<file path="src/rtl/serial_detect_pkg.sv">
// Shared types and defaults for the serial "110" detector arbiter.
package serial_detect_pkg;

  localparam int N_REQ_DEF  = 4;
  localparam int WORD_W_DEF = 8;

  typedef enum logic [2:0] {
    IDLE,
    LOAD,
    SHIFT,
    FLUSH,
    REPORT
  } ctl_state_t;

  typedef enum logic [1:0] {
    DET_IDLE = 2'b00,
    DET_S1   = 2'b01,
    DET_S11  = 2'b10,
    DET_HIT  = 2'b11
  } det_state_t;

endpackage

</file>
<file path="src/rtl/serial_seq_detector.sv">
// Bit-serial Moore detector for the pattern "110"; overlapping matches count.
//   state    | meaning
//   DET_IDLE | no useful prefix seen
//   DET_S1   | last bit was a lone 1
//   DET_S11  | last two bits were 11
//   DET_HIT  | last three bits were 110
module serial_seq_detector
  import serial_detect_pkg::*;
(
  input  logic clk,
  input  logic clr,
  input  logic en,
  input  logic X,
  output logic det_hit
);

  det_state_t state;

  always_ff @(posedge clk) begin
    if (clr) begin
      state <= DET_IDLE;
    end else if (en) begin
      case (state)
        DET_IDLE: state <= X ? DET_S1  : DET_IDLE;
        DET_S1:   state <= X ? DET_S11 : DET_IDLE;
        DET_S11:  state <= X ? DET_S11 : DET_HIT;
        DET_HIT:  state <= X ? DET_S1  : DET_IDLE;
        default:  state <= DET_IDLE;
      endcase
    end
  end

  assign det_hit = (state == DET_HIT);

endmodule

</file>
<file path="src/rtl/serial_detect_arbiter.sv">
// Round-robin arbiter that scans one requester word at a time through the
// shared "110" detector and reports the hit count with a done pulse.
//   state  | meaning
//   IDLE   | waiting for a request; arbitration happens on the leaving edge
//   LOAD   | grant shown, detector and hit count cleared
//   SHIFT  | WORD_W cycles feeding the latched word MSB-first
//   FLUSH  | pick up the detector result of the final bit
//   REPORT | done pulse, round-robin pointer advances
module serial_detect_arbiter
  import serial_detect_pkg::*;
#(
  parameter int N_REQ  = N_REQ_DEF,
  parameter int WORD_W = WORD_W_DEF,
  parameter int CNT_W  = $clog2(WORD_W) + 1
) (
  input  logic                      clk,
  input  logic                      clr,
  input  logic [N_REQ-1:0]          req,
  input  logic [N_REQ*WORD_W-1:0]   data,
  output logic [N_REQ-1:0]          gnt,
  output logic                      busy,
  output logic                      done,
  output logic [$clog2(N_REQ)-1:0]  done_id,
  output logic [CNT_W-1:0]          hit_count
);

  localparam int ID_W  = $clog2(N_REQ);
  localparam int BIT_W = $clog2(WORD_W);
  localparam logic [ID_W:0]    N_EXT    = (ID_W+1)'(N_REQ);
  localparam logic [ID_W-1:0]  LAST_ID  = ID_W'(N_REQ - 1);
  localparam logic [BIT_W-1:0] LAST_BIT = BIT_W'(WORD_W - 1);

  ctl_state_t        state;
  logic [WORD_W-1:0] shift_reg;
  logic [BIT_W-1:0]  bit_cnt;
  logic [ID_W-1:0]   winner;
  logic [ID_W-1:0]   rr_ptr;
  logic [ID_W-1:0]   win_idx;
  logic              win_found;
  logic [ID_W:0]     cand;
  logic              det_hit;
  logic [WORD_W-1:0] words [N_REQ];

  for (genvar g = 0; g < N_REQ; g++) begin : g_word
    assign words[g] = data[g*WORD_W +: WORD_W];
  end

  // First set request at or above rr_ptr, wrapping past the top index.
  always_comb begin
    win_found = 1'b0;
    win_idx   = '0;
    cand      = '0;
    for (int i = 0; i < N_REQ; i++) begin
      cand = {1'b0, rr_ptr} + (ID_W+1)'(i);
      if (cand >= N_EXT) cand = cand - N_EXT;
      if (!win_found && req[cand[ID_W-1:0]]) begin
        win_found = 1'b1;
        win_idx   = cand[ID_W-1:0];
      end
    end
  end

  always_ff @(posedge clk) begin
    if (clr) begin
      state     <= IDLE;
      shift_reg <= '0;
      bit_cnt   <= '0;
      winner    <= '0;
      rr_ptr    <= '0;
      gnt       <= '0;
      busy      <= 1'b0;
      done      <= 1'b0;
      done_id   <= '0;
      hit_count <= '0;
    end else begin
      case (state)
        IDLE: begin
          if (win_found) begin
            state     <= LOAD;
            shift_reg <= words[win_idx];
            winner    <= win_idx;
            gnt       <= N_REQ'(1) << win_idx;
            busy      <= 1'b1;
            hit_count <= '0;
          end
        end
        LOAD: begin
          state   <= SHIFT;
          bit_cnt <= '0;
        end
        SHIFT: begin
          shift_reg <= shift_reg << 1;
          bit_cnt   <= bit_cnt + BIT_W'(1);
          if (det_hit) hit_count <= hit_count + CNT_W'(1);
          if (bit_cnt == LAST_BIT) state <= FLUSH;
        end
        FLUSH: begin
          if (det_hit) hit_count <= hit_count + CNT_W'(1);
          gnt     <= '0;
          done    <= 1'b1;
          done_id <= winner;
          state   <= REPORT;
        end
        REPORT: begin
          done   <= 1'b0;
          busy   <= 1'b0;
          rr_ptr <= (winner == LAST_ID) ? '0 : winner + ID_W'(1);
          state  <= IDLE;
        end
        default: state <= IDLE;
      endcase
    end
  end

  serial_seq_detector u_det (
    .clk     (clk),
    .clr     (clr | (state == LOAD)),
    .en      (state == SHIFT),
    .X       (shift_reg[WORD_W-1]),
    .det_hit (det_hit)
  );

endmodule

</file>
<file path="config.mk">
export PLATFORM = sky130hd
export DESIGN_NAME = serial_detect_arbiter
export DESIGN_NICKNAME = d
export VERILOG_FILES = /design/src/rtl/serial_detect_pkg.sv /design/src/rtl/serial_seq_detector.sv /design/src/rtl/serial_detect_arbiter.sv
export SDC_FILE = /design/constraint.sdc
export NUM_CORES = 1
export LEC_CHECK = 0
export ABC_AREA = 1
export CAP_MARGIN = 20
export CORE_UTILIZATION = 40
export CTS_BUF_LIST = sky130_fd_sc_hd__clkbuf_8
export CTS_CLUSTER_DIAMETER = 150
export DETAILED_ROUTE_END_ITERATION = 7
export PLACE_DENSITY = 0.75
export SLEW_MARGIN = 20
export SYNTH_ARGS = -nofsm -noshare
export SYNTH_HDL_FRONTEND = slang
export SYNTH_SLANG_ARGS = --single-unit
</file>
<file path="constraint.sdc">
create_clock -name clk -period 4 [get_ports clk]
set_input_delay 0.8 -clock clk [delete_from_list [all_inputs] [get_ports clk]]
set_output_delay 0.8 -clock clk [all_outputs]
set_load 0.005 [all_outputs]
</file>
== After elaboration in Yosys (flattened, before gate mapping) ==
Index checks and enable logic that the tools add are counted.
Word-level totals
  register bits after elaboration: 32
  bits of input ports: 38
  output and inout bits: 12
  logic and storage cells: 109
Cells by class
  $add $sub $neg: 10
  magnitude comparators: 9
  equality and inequality tests: 12
  shift-type cells: 1
  mux-type cells: 42
  bitwise gates (word level): 2
  reductions and logical operators: 22
Operators with widths (count)
  $mux W8: 3
  $mux W2: 10
  $bmux W8 S2: 1
  $pmux W4 S2: 2
  $pmux W8 S2: 1
  $ge A3 B3 Y1 const B: 4
  $lt A2 B3 Y1 const B: 4
  $mux W4: 3
  $pmux W3 S4: 1
  $reduce_bool A2 Y1: 6
  $mux W1: 11
  $reduce_and A2 Y1: 5
  $bmux W1 S2: 4
  $sub A2 B1 Y2 const B: 4
  $add A2 B2 Y3 const B: 2
  $eq A2 B2 Y1 const B: 3
  $eq A3 B2 Y1 const B: 2
  $eq A3 B3 Y1 const B: 2
  $mux W3: 2
  $pmux W2 S3: 1
  $pmux W3 S2: 1
  $add A4 B1 Y4 const B: 1
  $ne A2 B2 Y1 const B: 2
  $pmux W1 S2: 2
  other kinds (16): 21

== Depth between registers and ports, before layout ==
  word-level depth: 20
  depth in mapped cells: 18
  depth with buffers taken out: 17

== By module ==
From an unflattened synthesis, not the netlist that was laid out.
Unflattened totals
  cell total of the unflattened synthesis: 327
  area, all modules: 2129.5 um^2
Modules (own cells, without submodules)
  serial_detect_arbiter: instances 1, cells each 304, area an instance 1979.4 um^2, sequential area each 600.6 um^2
  serial_seq_detector: instances 1, cells each 23, area an instance 150.1 um^2, sequential area each 40.0 um^2

== Worst setup path before layout ==
No wires, ideal clock.
  kind: input to register
  start: in req[3]
  end: reg shift_reg[7]
  setup time: 132 ps
  arrival time: 1983 ps
  required time: 3868 ps
  slack: 1885 ps
  stages on the path: 13
  path buffers: 1
  cell sequence: inv_1 nand2_1 nand3_1 nand2_1 nor2_4 nand3_1 nand3_1 nand2_2 buf_4 nand3_1 nand2_1 o21bai_1 a21oi_1
On the way
  cells in the longest elaborated chain, start to end: 18
  elaborated cells between the ends (all ways): 30
  those cells by class: eq/ne (1); mux (21); bitwise (1); reduce/logical (7)
RTL lines
  start: declaration: RTL line serial_detect_arbiter.sv:18  | input logic [N_REQ-1:0] req,
  $bmux W1 S2: RTL line serial_detect_arbiter.sv:56  | if (!win_found && req[cand[ID_W-1:0]]) begin
  $mux W1 (not written as such): RTL line serial_detect_arbiter.sv:56
  $mux W1: RTL line serial_detect_arbiter.sv:56
  $logic_not A1 Y1: RTL line serial_detect_arbiter.sv:56
  $logic_and A1 B1 Y1: RTL line serial_detect_arbiter.sv:56
  $mux W1: RTL line serial_detect_arbiter.sv:56
  $logic_not A1 Y1: RTL line serial_detect_arbiter.sv:56
  $logic_and A1 B1 Y1: RTL line serial_detect_arbiter.sv:56
  $mux W1: RTL line serial_detect_arbiter.sv:56
  $logic_not A1 Y1: RTL line serial_detect_arbiter.sv:56
  $logic_and A1 B1 Y1: RTL line serial_detect_arbiter.sv:56
  $mux W2: RTL line serial_detect_arbiter.sv:56
  $not A2 Y3 (not written as such): RTL line serial_detect_arbiter.sv:80  | shift_reg <= words[win_idx];
  $bmux W8 S2: RTL line serial_detect_arbiter.sv:80
  $mux W8 (not written as such) (2 in series): RTL line serial_detect_arbiter.sv:80
  $mux W8: RTL line serial_detect_arbiter.sv:78  | if (win_found) begin
  $pmux W8 S2: RTL line serial_detect_arbiter.sv:76  | case (state)
  end signal: assignment: RTL line serial_detect_arbiter.sv:80
  end signal: assignment: RTL line serial_detect_arbiter.sv:92  | shift_reg <= shift_reg << 1;
  end: declaration: RTL line serial_detect_arbiter.sv:34  | logic [WORD_W-1:0] shift_reg;
Parallel ways exist; a longest one is shown, timed or not. The select of a mux whose other input is x is not followed.
A chain may end at the register's enable or synchronous reset.

== Worst setup path in the final report ==
  start: in req[3]
  end: reg shift_reg[3]
Same word-level chain as after synthesis.

==> impl_summary.md <==
Routing
The number of nets still failing antenna checks after routing is 0. Using the TritonRoute via totals, the vias-per-cell ratio works out to 4.95. The sum of routed wire length over all layers is 5.13 mm. The pre-antenna-repair detailed-routing pass consisted of 4 iterations.

Wire segments on met2 add up to 2.31 mm in the final route. In the final routing, the length of wire on met1 measures 2.36 mm. The uppermost metal layer occupied by signal nets is met4. The detailed router placed 2,077 vias in this run. The remaining routing DRC violations is 0. The wire length on met3 is 359 um. The first-iteration detailed-routing DRC count is 118. In the final routed layout, each cell accounts on average for roughly 12 um.

Critical path
Counting both buffers and inverters, the worst setup path holds a total of 4. The largest individual stage delay along the critical path comes from the cell clkdlybuf4s50_1. The worst endpoint required time is 4240 ps. STA puts the critical path data arrival time at 2820 ps.

The signal on the critical path passes through clkdlybuf4s50_1 -> inv_1 -> nand2_1 -> nand3_1 -> nand2_1 -> nor2_4 -> nand3_1 -> nand3_1 -> nand2_2 -> inv_2 -> nand3_1 -> nand2_1 -> nand2_1 -> nand3_1 -> nand2_1 -> inv_1. The kind of cell adding the most delay to the critical path is simple AND/OR/NAND/NOR gates. The largest single stage delay on the critical path is 420 ps. The startpoint-to-endpoint class of the critical path is in -> reg. The kind of launch point of the worst setup path is an input pin. Along the worst path, the maximum fanout reaches 17. STA classifies the critical path endpoint as a flip-flop.

Layout
The area used by sequential logic in the layout is approximately 640 sq um. The antenna diode count is 0. The count of cells in the finished layout, fillers not included, comes to 420.

From synthesis to final layout, the design area changed by 32.6%. Summing all multi-input logic gate instances after layout gives 1150 sq um. The leading cell type in the layout, fill and taps excluded is nand2_1. The top cell types in the final layout, fill and taps aside, are nand2_1 (101), clkdlybuf4s50_1 (49), nand3_1 (32), dfxtp_1 (32), inv_1 (26). The register with the most flip-flops in the layout has 8 of them. The layout has around 480 filler cells. The number of nets in the layout is 397. In the final layout, the share of cells above drive strength 1 is 7.37%.

Clock tree
The post-CTS repair timing setup buffer count is 0. TritonCTS created 5 clock buffers. The count of hold buffers inserted by post-cts repair is 0. The tree is rooted in a clkbuf_8. For this design, the sink count on the clock tree is 32. The clock-pin transition on the worst setup and hold timing paths is 70 ps. The clock passes through at most 2 buffers. TritonCTS built the clock tree. The number of instances resized during post-cts repair is 0. The clock latency reported for the late side of the worst-skew pair is 290 ps. The H-tree generated during clock tree synthesis spans 2 levels.

Global route
The initial antenna violation count is 0. Entering global routing, the biggest net connects 20 pins. The overall routing resource usage is 20.5%. For this run the aggregate overflow at the end of global routing stands at 0.

The via count of the first global-routing pass is 1,964. The first global-routing pass estimated 8.29 mm of wire.

Timing
Across the routed clock network, the largest skew measured is between 7 and 8 ps. Setup repair after global routing left no endpoint under its margin. The slew at the pin closest to its max-slew limit is 481 ps.

The count of pins over their slew limit is 0. In the post-route analysis, the smallest setup slack over all paths is 1410 ps. Setup violations remaining at the end of the flow were counted as 0. The final critical path time including I/O delays and setup is 2590 ps. The number of failing hold endpoints at the final stage is 0. The maximum clock frequency is 386 MHz.

The summed negative setup slack over all endpoints is 0 ps. The share of the clock period used by the worst path is ~65%. The worst slew slack as a fraction of its limit is 67.7%.

Power and ir drop
The sum of internal, switching and leakage power is between 1 and 1.5 mW. In this run the power density over the cells is 404 nW/um^2. VDD sags by at most 263 uV. In this run the static leakage power is 1.23 nW.

Synth
Synthesis produced 304 cells. Sequential cells were found to cover 32.4% of the synthesized design area. Counting flops and latches in the post-synthesis netlist gives 32. The post-synth design cell area is 1980 sq um.

Dividing the synthesized area by the synthesized cell count gives 6.51 sq um. The number of synthesis warnings is 0. Counting distinct cell types in the post-synthesis netlist gives 27. The number of nets handed over by synthesis was 349.

Flow run
The number of maximum-capacitance constraint violations is 0.

Placed design
Before CTS, the worst setup slack after placement is 1130 ps. Summed over all nets, the half-perimeter wirelength after detailed placement is 3.79 mm. At the end of routability-driven placement, the weighted congestion stood at ~0.85.

The number of placed instances, taps included, is 412. The count of port buffers added during placement is between 40 and 50.

Die
The die boundary height is between 70 and 80 um. The floorplan step defined a die boundary enclosing ~5200 sq um. The number of core rows is 25. The initial core utilization is 41.6%. The floorplan step defined a core boundary enclosing 4750 sq um. The die outline width is 72.3 um.

During I/O placement, the number of pins put on the boundary was 50.

Min path
The worst hold-check path type is reg -> reg.

Run status
The run finished with clean final reports.
==> tightest hold or removal path: stages, from the launching register on <==
cell,delay (ps)
dfxtp_1,310
nand2_1,60
a21oi_1,50
==> power by group <==
group	leakage (nW)	switching, mW	total, mW	internal (mW)
Sequential	0.262	0.0313	0.392	0.360
Combinational	0.901	0.189	0.329	0.140
Clock	0.0645	0.120	0.340	0.220
==> metrics by stage <==
step / hold WS [ps] / util (%) / cell area, sq um
floorplan: 429 / - / 1980
global placement: 448 / 52.5 / 2500
detailed placement: 458 / 52.5 / 2500
CTS: 469 / 55.2 / 2620
global route: 487 / 55.2 / 2620
finish: 467 / 55.2 / 2620
==> logic make-up (layout without fill, tap and decap cells) <==
group / Yosys count / count (layout) / share of synthesized area [%]
fa+ha+maj: 7 / 7 / 4.43
compound gates: 52 / 52 / 16.1
xor+xnor: 1 / 1 / 0.443
buf+inv: 42 / 91 / 9.49
flops: 32 / 32 / 32.4
simple gates: 170 / 170 / 37.2
==> cell type report <==
cell class / instances / area share (%)
tap: 67 / 3.20
multi-input combinational: 230 / 43.8
clock buffer: 7 / 3.67
timing repair buffer: 50 / 19.0
clock inverter: 1 / 1.15
inverter: 33 / 4.72
sequential: 32 / 24.4
==> layer usage <==
metal	track usage, %	vias to the layer above
met3	4.17	8
met2	33.3	71
met1	25.9	914
met5	0	-
met4	9.80	0
li1	-	1084
==> final timing paths <==
kind,from,to,slack [ps],cells past startpoint
setup reg to reg,rr_ptr[0]$_SDFFE_PP0P_,shift_reg[3]$_SDFFE_PP0P_,1600,16
hold / removal,bit_cnt[1]$_SDFFE_PP0P_,bit_cnt[1]$_SDFFE_PP0P_,470,2
hold reg to reg,bit_cnt[1]$_SDFFE_PP0P_,bit_cnt[1]$_SDFFE_PP0P_,470,2
setup / recovery,req[3],shift_reg[3]$_SDFFE_PP0P_,1410,16
==> Yosys cell counts (all sizes together) <==
cell,instances,area [sq um]
a21oi,19,106
o21ai,18,90.1
clkbuf,4,15.0
nor3,4,20.0
nand4,1,6.26
nand3,34,195
a211oi,4,30.0
o21bai,5,37.5
a21o,1,7.51
buf,5,48.8
dfxtp,32,641
xnor2,1,8.76
clkinv,1,3.75
o22ai,2,12.5
nand2,107,417
nor2,24,97.6
o221ai,2,17.5
inv,32,120
o32ai,1,16.3
ha,7,87.6
Power figures use the tool's default switching activity.
